<file path="src/rtl/wave_counter.sv">
// Modulo up/down counter that wraps in both directions over 0..max_val_p.
// Serves as the sample-address generator for wavetable oscillators.
module wave_counter #(
  parameter int  max_val_p = 99,
  localparam int width_lp  = (max_val_p < 1) ? 1 : $clog2(max_val_p + 1)
) (
  input  logic                clk_i,
  input  logic                reset_i,
  input  logic                up_i,
  input  logic                down_i,
  output logic [width_lp-1:0] count_o
);

  generate
    if (max_val_p < 1) begin : g_bad_param
      $error("wave_counter: max_val_p must be >= 1");
    end
  endgenerate

  localparam logic [width_lp-1:0] max_lp  = width_lp'(max_val_p);
  localparam logic [width_lp-1:0] zero_lp = width_lp'(0);
  localparam logic [width_lp-1:0] one_lp  = width_lp'(1);

  logic [width_lp-1:0] count_q;
  logic [width_lp-1:0] count_d;

  // Next-state: explicit compare at both ends so the count never leaves 0..max_val_p.
  always_comb begin
    count_d = count_q;
    case ({up_i, down_i})
      2'b10: begin
        if (count_q == max_lp) begin
          count_d = zero_lp;
        end else begin
          count_d = count_q + one_lp;
        end
      end
      2'b01: begin
        if (count_q == zero_lp) begin
          count_d = max_lp;
        end else begin
          count_d = count_q - one_lp;
        end
      end
      default: count_d = count_q;
    endcase
  end

  // State register with synchronous active-low clear taking priority.
  always_ff @(posedge clk_i) begin
    if (!reset_i) begin
      count_q <= zero_lp;
    end else begin
      count_q <= count_d;
    end
  end

  assign count_o = count_q;

endmodule

</file>
<file path="config.mk">
export PLATFORM = sky130hd
export DESIGN_NAME = wave_counter
export DESIGN_NICKNAME = d
export VERILOG_FILES = /design/src/rtl/wave_counter.sv
export SDC_FILE = /design/constraint.sdc
export NUM_CORES = 1
export LEC_CHECK = 0
export BUFFER_PORTS_ARGS = -buffer_cell sky130_fd_sc_hd__buf_2
export CAP_MARGIN = 20
export CORE_MARGIN = 5
export CORE_UTILIZATION = 40
export CTS_CLUSTER_DIAMETER = 50
export DETAILED_ROUTE_END_ITERATION = 8
export PLACE_DENSITY = 0.64
export SLEW_MARGIN = 10
export SYNTH_ARGS = -nofsm -noshare
export SYNTH_HDL_FRONTEND = slang
export SYNTH_SLANG_ARGS = --single-unit
export TNS_END_PERCENT = 20
</file>
<file path="constraint.sdc">
create_clock -name clk_i -period 2 [get_ports clk_i]
set_clock_uncertainty 0.05 [all_clocks]
set_input_delay 0.4 -clock clk_i [delete_from_list [all_inputs] [get_ports clk_i]]
set_output_delay 0.4 -clock clk_i [all_outputs]
set_load 0.005 [all_outputs]
</file>
Word-level counts from Yosys, hierarchy flattened
Index checks and enable logic that the tools add are counted.
{"block": "classes", "n_mul": 0, "eq_ne": 3, "n_div": 0, "bitwise_logic": 0, "n_shift": 0, "reduce_logical": 2, "magnitude_cmp": 0, "add_sub_neg": 2, "mux": 3}
{"op": "$mux W7", "count": 2}
{"op": "$pmux W7 S2", "count": 1}
{"op": "$add A7 B1 Y7 const B", "count": 1}
{"op": "$eq A7 B7 Y1 const B", "count": 1}
{"op": "$logic_not A7 Y1", "count": 1}
{"op": "$sub A7 B1 Y7 const B", "count": 1}
{"op": "$eq A2 B1 Y1 const B", "count": 1}
{"op": "$eq A2 B2 Y1 const B", "count": 1}
{"op": "$reduce_bool A2 Y1", "count": 1}
{"block": "totals", "latchBits": 0, "reg_bits": 7, "mem_bits_ro": 0, "ram_bits": 0, "n_memories": 0}

Depth between registers and ports, before layout
Gate-level depths: netlist (run 1).
{"block": "depth", "word_depth": 3, "mapped_depth": 7, "depth_no_buf": 6}

Worst setup path after synthesis (run 1)
OpenSTA, ideal clock, no wires.
{"block": "synth_timing", "path_kind": "flip-flop to flip-flop", "from": "register count_q[3], in the netlist count_o[3]", "to": "register count_q[2], in the netlist count_o[2]", "arrival_time_ps": 1530, "synth_period_minus_slack_ps": 1702, "setup_slack_ps": 298, "setup_time_ps": 122, "path_stages_with_launch": 7, "required_time_ps": 1828, "cell_sequence": "dfxtp_1 > buf_6 > or3_1 > buf_2 > o311a_1 > a311oi_1 > nor2_1"}
{"block": "synth_between", "elab_chain_cells": 3, "word_cells_on_any_way": 5, "classes_between": "eq/ne (1); mux (3); reduce/logical (1)"}
{"element": "from (decl)", "line": "24", "text": "logic [width_lp-1:0] count_q;"}
{"element": "from (signal assigned)", "line": "52", "text": "count_q <= zero_lp;"}
{"element": "from (signal assigned)", "line": "54", "text": "count_q <= count_d;"}
{"element": "$eq A7 B7 Y1 / $logic_not A7 Y1 (equally long branches)", "line": "32, 39"}
{"element": "$mux W7 (on tied branches)", "line": "32, 39"}
{"element": "$pmux W7 S2 (*)", "line": "30", "text": "case ({up_i, down_i})"}
Every way passes the cells marked *; elsewhere a longest branch is shown, timed or not.
A chain may end at the register's enable or synchronous reset.

Final worst setup path (run 1)
{"block": "layout_timing", "from": "register count_q[0], in the netlist count_o[0]", "to": "register count_q[2], in the netlist count_o[2]"}
{"block": "layout_between", "elab_chain_cells": 3, "word_cells_on_any_way": 7, "classes_between": "add/sub (2); eq/ne (1); mux (3); reduce/logical (1)"}
{"element": "$sub A7 B1 Y7 (tied with other cells)", "line": "42", "text": "count_d = count_q - one_lp;"}
{"element": "$mux W7 (on tied branches)", "line": "39, 32"}
{"element": "$pmux W7 S2 (*)", "line": "30"}
Marked as above.

==> metrics, run 1 <==
fin nets 106; DIE WIDTH 49.8 um; commonest non-fill, non-tap cell in the layout buf_2; Yosys warning count 0; clock share of power 0.253; clk buf depth 2; maximum vdd drop around 0.44 mV; net switching power 189 uW; largest net degree at the start of global routing 13; Pleak 0.335 nW; port bufs 10; Post-CTS Hold Buffers 0; final WL 1470 um; sequential power share 0.344; data arrival time of the worst path 1820 ps; max_slew headroom 0.766; setup TNS 0 ps; PostCTS Resize Cnt 0; Mean Syn Cell Area 7.83 sq um; die area approximately 2500 sq um; initial antenna violation count 0; top_reg_cell synth dfxtp_1; Core Region 1510 sq um; drt pass-1 iters 4; EDFF count, synth 0; Die Y 49.8 um; cell area after synthesis 634 sq um; r2r worst-path depth 6; minimum clock period about 1700 ps; layout cell share with drive strength beyond 1 0.247; Synth top area share 0.221; Synth area leader dfxtp_1; top post-synthesis cells by area dfxtp_1 22%, ha_1 7.9%, o21ai_0 5.5%; non-filler cells, final approximately 110; clock latency on the worst-skew pair 260 ps; area growth from synthesis to layout 15.8%; Vias/cell 5.80; max-slew violation count 0; DR WL/cell 13.0 um; design internal power 334 uW; GP Congestion 0.822; Pwr Density 712 nW/um^2; Root Buffer clkbuf_4; CTS tree built; number of global-route vias before repair 559; commonest cells after routing, fill and taps aside 10 x buf_2, 7 x o21ai_0, 7 x dfxtp_1, 7 x buf_4; f_max slightly below 0.6 GHz; switching share of power 0.362; worst min path class primary input to flip-flop; DP HPWL 1100 um; CP startpoint kind flip-flop; CP endpoint kind flip-flop; combinational share of power 0.403; Boundary Pins 11; Initial Util 0.421; Remaining Overflow, GRT 0; post-synthesis cell type count 36; Worst Max-Slew Pin Slew 351 ps; # setup viols final 0; max-cap check violation count 0; Final WS setup 267 ps; syn_nets 89; unrepaired setup endpoints after global routing false; CTS buffer count 3; dpl ws approximately 240 ps; max FFs per register 7; clock slew at reported path FFs roughly 50 ps; Synth Instances 81; postcts setup bufs 0; Seq/Total Area, Yosys 0.221; clk sinks 7; status finished, final reports clean; H-tree depth 1; crit-path max FO 3; Period Utilization, post-route 0.867; #FFs+latches synth 7; Antenna diodes 0; Vias 655; final hold viol count 0; FP Rows 14; WHS Path Cells 2; first-pass GRT wire length 2440 um; DRT antenna net count 0; kind of critical path flip-flop to flip-flop; Placed Cells 109; asr flop ratio synth 0; GRT Total Usage 0.124; drt first-iter violations 8; CP required 2090 ps; Residual DRC 0; Design Power approximately 520 uW
-- path summary, 6_finish.rpt --
check	startpoint	endpoint	slack, ps
setup reg to reg	count_o[0]	count_o[2]	270
hold / removal	reset_i	count_o[3]	400
setup / recovery	count_o[0]	count_o[2]	270
hold reg to reg	count_o[6]	count_o[6]	560
-- cell type report --
class | instances | area, sq um
clock buffers | 4 | 26.3
fillers | 147 | 772
inverters | 5 | 18.8
multi-input cells | 64 | 427
flip-flops and latches | 7 | 140
well taps | 16 | 20.0
repair buffers | 17 | 103
-- metal layers --
metal  track usage  part of all wire  routed length, um
met5             0                 0                  0
met4        0.0830             0.020                 30
met3        0.0241             0.057                 84
met2         0.186              0.46                679
met1         0.157              0.46                676
-- synthesized netlist by cell type, types with 4 or more instances --
master   n
o21ai_0  7
dfxtp_1  7
nor3_1   6
nand2_1  6
inv_1    5
nand3_1  5
nor2_1   4
ha_1     4
-- cell families (layout without fill, tap and decap cells) --
group                    after synthesis  in the layout  share of synthesized area
XOR/XNOR                               2              2                     0.0276
multiplexers                           2              2                     0.0316
flip-flops                             7              7                      0.221
adder cells (fa/ha/maj)                4              4                     0.0789
AND/OR/NAND/NOR                       37             37                      0.329
buffers and inverters                 10             26                      0.107
AO/OA/AOI/OAI                         19             19                      0.205
-- power by group through the flow --
stage / Clock, mW / Sequential [mW] / Combinational (mW)
floorplan: 0 / 0.182 / 0.150
global placement: 0 / 0.182 / 0.209
detailed placement: 0 / 0.182 / 0.210
CTS: 0.136 / 0.180 / 0.211
global route: 0.145 / 0.185 / 0.233
finish: 0.132 / 0.180 / 0.211
-- worst max-delay path, cell delays in order (launching register included) --
cell	delay, ps
dfxtp_1	310
inv_1	90
ha_1	170
or2b_2	330
o311a_1	320
a311oi_1	260
nor2_1	80
-- through the flow --
| stage | area (sq um) | util | hold slack (ps) |
|---|---|---|---|
| floorplan | 634 | - | 472 |
| global placement | 708 | 0.470 | 563 |
| detailed placement | 708 | 0.470 | 548 |
| CTS | 734 | 0.488 | 390 |
| global route | 734 | 0.488 | 410 |
| finish | 734 | 0.488 | 399 |
No activity file was read; power rests on OpenSTA's default activity.
==> run 2: changes to the inputs <==
CTS_CLUSTER_DIAMETER = unset   (was 50)
clock period = 1.7 ns   (was 2 ns; I/O delays follow)
==> run 2 against run 1 <==
Effect of this change: critical path depth did not move; critical path type unchanged; combinational power up 44%; global-route usage increased by 0.99 points; highest routed layer unchanged; flip-flop and latch count stayed put; core utilization grew 5.4 points; cell count is 8.0% higher; power rose by 28%; register-to-register slack worse by 210 ps; hold slack got worse by 61 ps; routed wire length increased by 9.7%; sequential power is 14% higher.
==> metrics, run 2 (synthesis gave the netlist of run 1 again) <==
status finished, final reports clean; Period Utilization, post-route 0.969 (+0.102); H-tree depth 1 (unchanged); fin nets 115 (+8.5%); clock latency on the worst-skew pair 260 ps (about the same); Final WS setup 53.4 ps (-213 ps); dpl ws -2.26 ps (-243 ps); CP required 1800 ps (-290 ps); flip-flop and latch area 140 sq um (unchanged); number of global-route vias before repair 551 (-1.4%); clk buf depth 2 (unchanged); DR WL/cell 13.2 um (+1.6%); # setup viols final 0 (unchanged); final WL 1610 um (+9.7%); initial antenna violation count 0 (unchanged); DP HPWL 1180 um (+7.0%); crit-path max FO 3 (unchanged); GP Congestion 0.854 (+3.9%); CTS tree built; max-slew violation count 0 (unchanged); CP endpoint kind flip-flop; f_max 0.607 GHz (+5.3%); worst min path class primary input to flip-flop; max FFs per register 7 (unchanged); data arrival time of the worst path 1750 ps (-70 ps); max_slew headroom 0.755 (-0.0114); commonest non-fill, non-tap cell in the layout buf_4; die area 2480 sq um (unchanged); postcts setup bufs 0 (unchanged); hold_sp reset_i; Die Y 49.8 um (unchanged); Boundary Pins 11 (unchanged); drt first-iter violations 34 (+26); DIE WIDTH 49.8 um (unchanged); Initial Util 0.421 (unchanged); Pwr Density 821 nW/um^2 (+15%); CP startpoint kind flip-flop; area growth from synthesis to layout 28.6%; max-cap check violation count 0 (unchanged); port bufs 10 (unchanged); Post-CTS Hold Buffers 0 (unchanged); CTS buffer count 3 (unchanged); Residual DRC 0 (unchanged); r2r setup slk 50 ps (-210 ps); DRT antenna net count 0 (unchanged); minimum clock period 1650 ps (-86.6 ps); r2r worst-path depth 6 (unchanged); WHS Path Cells 2 (unchanged); multi-input logic area 440 sq um (+3.2%); Post-Route Utilization 0.542 (+0.0540); Worst Max-Slew Pin Slew 368 ps (+17.1 ps); Remaining Overflow, GRT 0 (unchanged); kind of critical path flip-flop to flip-flop; Pleak 0.381 nW (+14%); drt pass-1 iters 4 (unchanged); final hold viol count 0 (unchanged); GRT Total Usage 0.134 (+0.00990); FP Rows 14 (unchanged); PostCTS Resize Cnt 0 (unchanged); Root Buffer clkbuf_4; commonest cells after routing, fill and taps aside 16 x buf_4, 10 x buf_2, 7 x o21ai_0, 7 x dfxtp_1, 6 x nand2_1; Antenna diodes 0 (unchanged); Worst Hold End count_o[3]; unrepaired setup endpoints after global routing true; filler instances 126 (-14%); Vias/cell 5.62 (-3.0%); clock slew at reported path FFs 60 ps (about the same); Worst R2R Start count_o[0]; Core Region 1510 sq um (unchanged); Worst R2R End count_o[2]; first-pass GRT wire length 2530 um (+3.7%); Vias 686 (+4.7%); largest net degree at the start of global routing 13 (unchanged); clk sinks 7 (unchanged); layout cell share with drive strength beyond 1 0.340 (+0.0922); maximum vdd drop 0.410 mV (-6.3%)
-- run 2: critical path, stage by stage, from the launching register on --
cell      delay, ps
dfxtp_1         310
inv_1            70
ha_1            180
or2b_2          340
o311a_1         330
a311oi_2        190
nor2_1           70
-- run 2: cell type report --
class	count	area share
timing repair buffer	26	0.209
tap	16	0.0245
inverter	5	0.0230
clock buffer	4	0.0322
multi-input combinational	64	0.540
sequential	7	0.172
-- run 2: metrics by stage --
stage | instance area (sq um) | cells | power (mW) | setup TNS [ps] | hold WS, ps
after floorplan | 634 | 81 | 0.391 | 0 | 412
after global placement | 776 | 118 | 0.496 | -18.7 | 583
after detailed placement | 776 | 118 | 0.496 | -2.26 | 594
after CTS | 802 | 122 | 0.657 | 0 | 331
after global routing | 816 | 122 | 0.719 | -56.2 | 356
final | 816 | 122 | 0.670 | 0 | 338
-- run 2: worst max-delay path by stage --
stage                       to  cells past startpoint  startpoint  slack (ps)
global route        count_o[2]                      6  count_o[0]         -60
detailed placement  count_o[3]                      8        up_i          -2
finish              count_o[2]                      6  count_o[0]          50
global placement    count_o[3]                      8        up_i         -20
floorplan           count_o[2]                      6  count_o[3]          40
CTS                 count_o[3]                      6  count_o[0]          80
-- run 2: per-layer routing --
metal,GRT usage,wire [um],up-vias
met5,0,0,-
met4,0.122,70,0
met3,0.0241,79,6
met2,0.191,684,17
met1,0.166,778,313
li1,-,-,350
-- run 2: power breakdown --
part           switching (mW)  internal [mW]  leakage (nW)
Clock                  0.0704         0.0902        0.0150
Sequential             0.0223          0.184        0.0574
Combinational           0.148          0.155         0.308
Total                   0.241          0.429         0.381
==> run 3: changes to the inputs <==
--- a/config.mk
+++ b/config.mk
@@ -11,4 +11,5 @@
 export CORE_UTILIZATION = 40
 export DETAILED_ROUTE_END_ITERATION = 8
+export HOLD_SLACK_MARGIN = 0.08
 export PLACE_DENSITY = 0.64
 export SLEW_MARGIN = 10
==> constraint.sdc (replaced) <==
create_clock -name clk_i -period 1.7 [get_ports clk_i]
set_clock_uncertainty 0.05 [all_clocks]
set_input_delay 0.085 -clock clk_i [delete_from_list [all_inputs] [get_ports clk_i]]
set_output_delay 0.085 -clock clk_i [all_outputs]
set_load 0.005 [all_outputs]
==> run 3 against run 2 <==
Effect of this change: sequential share of layout area rose by 0.24 points; worst setup slack improved by 23 ps; clock power about the same; cell count decreased by 2.5%; combinational power down 1%; largest power group unchanged; highest routed layer unchanged.
==> metrics, run 3 (synthesis gave the netlist of run 1 again) <==
Post-Route Utilization 0.534 (-0.00748); # setup viols final 0 (unchanged); Root Buffer clkbuf_4; largest net degree at the start of global routing 13 (unchanged); Core Region 1510 sq um (unchanged); clock latency on the worst-skew pair 260 ps (about the same); area growth from synthesis to layout 26.8%; clock slew at reported path FFs 50 ps (about the same); CP endpoint kind flip-flop; GP Congestion 0.790 (-7.4%); maximum vdd drop 0.478 mV (+17%); Design Power 665 uW (-0.81%); drt first-iter violations 18 (-47%); Fin Hold WS 403 ps (+64.9 ps); WP buf/inv 1 (unchanged); Boundary Pins 11 (unchanged); final WL 1730 um (+7.1%); max FFs per register 7 (unchanged); fin nets 112 (-2.6%); layout cell share with drive strength beyond 1 0.330 (-0.00953); commonest cells after routing, fill and taps aside 12 x buf_4, 10 x buf_2, 7 x o21ai_0, 7 x dfxtp_1; first-pass GRT wire length 2860 um (+13%); Placed Area 731 sq um (-5.8%); Vias/cell 5.96 (+6.0%); Vias 709 (+3.4%); worst path cell trace inv_2, ha_2, or2b_4, o311a_4, a311oi_2, nor2_1; Pleak 0.363 nW (-4.6%); commonest non-fill, non-tap cell in the layout buf_4; Worst Max-Slew Pin Slew 366 ps (-1.68 ps); Die Y 49.8 um (unchanged); Placed Cells 112 (-5.1%); critical path's top delay family compound AO/OA/AOI/OAI gates; clk buf depth 2 (unchanged); CTS tree built; final hold viol count 0 (unchanged); Final WS setup 76.4 ps (+23.0 ps); CP required 1790 ps (about the same); setup TNS 0 ps (unchanged); DP HPWL 1260 um (+7.0%); initial antenna violation count 0 (unchanged); kind of critical path flip-flop to flip-flop; GRT Total Usage 0.148 (+0.0145); dpl ws 9.23 ps (+11.5 ps); DRT antenna net count 0 (unchanged); non-filler cells, final 119 (-2.5%); Remaining Overflow, GRT 0 (unchanged); Pwr Density 826 nW/um^2 (+0.57%); worst min path class primary input to flip-flop; status finished, final reports clean; H-tree depth 1 (unchanged); Residual DRC 0 (unchanged); crit-path max FO 3 (unchanged); minimum clock period 1620 ps (-23.0 ps); drt pass-1 iters 4 (unchanged); number of global-route vias before repair 678 (+23%); CP peak stage delay 360 ps (+20 ps); CP startpoint kind flip-flop; max-slew violation count 0 (unchanged); DIE WIDTH 49.8 um (unchanged); port bufs 10 (unchanged); slowest stage cell, crit path o311a_4; CTS buffer count 3 (unchanged); max-cap check violation count 0 (unchanged); Initial Util 0.421 (unchanged); FP Rows 14 (unchanged); data arrival time of the worst path 1720 ps (-30 ps); die area 2480 sq um (unchanged); f_max 0.616 GHz (+1.4%); DR WL/cell 14.5 um (+9.8%); Period Utilization, post-route 0.955 (-0.0135); max_slew headroom 0.756 (+0.00112); fin area 805 sq um (-1.4%); clk sinks 7 (unchanged); Antenna diodes 0 (unchanged)
run 3: timing repair:
| item | 4_1_cts | 5_1_grt |
|---|---|---|
| hold buffers | 1 | 0 |
| hold endpoints to repair | 1 | 0 |
| pin swaps | 3 | 2 |
| setup buffers | 1 | 1 |
| resized for setup | 4 | 2 |
| endpoints found under the setup margin | 1 | 1 |
run 3: final cells by class:
| type | instances | area, sq um |
|---|---|---|
| Fill cell | 151 | 702 |
| Multi-Input combinational cell | 64 | 449 |
| Timing Repair Buffer | 23 | 150 |
| Sequential cell | 7 | 140 |
| Clock buffer | 4 | 26.3 |
| Tap cell | 16 | 20.0 |
| Inverter | 5 | 18.8 |
run 3: layer usage:
metal | vias up | global-route usage | wire, um
li1 | 343 | - | -
met4 | 0 | 0.118 | 40
met5 | - | 0 | 0
met1 | 338 | 0.167 | 732
met3 | 4 | 0.0361 | 87
met2 | 24 | 0.233 | 867
run 3: final timing paths:
path / slack, ps / end / cells after the start / start
worst max-delay path: 80 / count_o[2] / 6 / count_o[1]
worst min-delay path: 400 / count_o[4] / 6 / down_i
worst max register to register: 80 / count_o[2] / 6 / count_o[1]
worst min register to register: 610 / count_o[2] / 3 / count_o[2]
run 3: report_power, final:
group | switching [mW] | internal, mW
clock network | 0.0682 | 0.0900
logic | 0.151 | 0.149
registers | 0.0228 | 0.184
run 3: worst min-delay path: cells and delay by family:
family / cells / cell delay (ps)
buffers and inverters: 1 / 80
AND/OR/NAND/NOR: 1 / 60
AO/OA/AOI/OAI: 3 / 240
adder cells (fa/ha/maj): 1 / 190
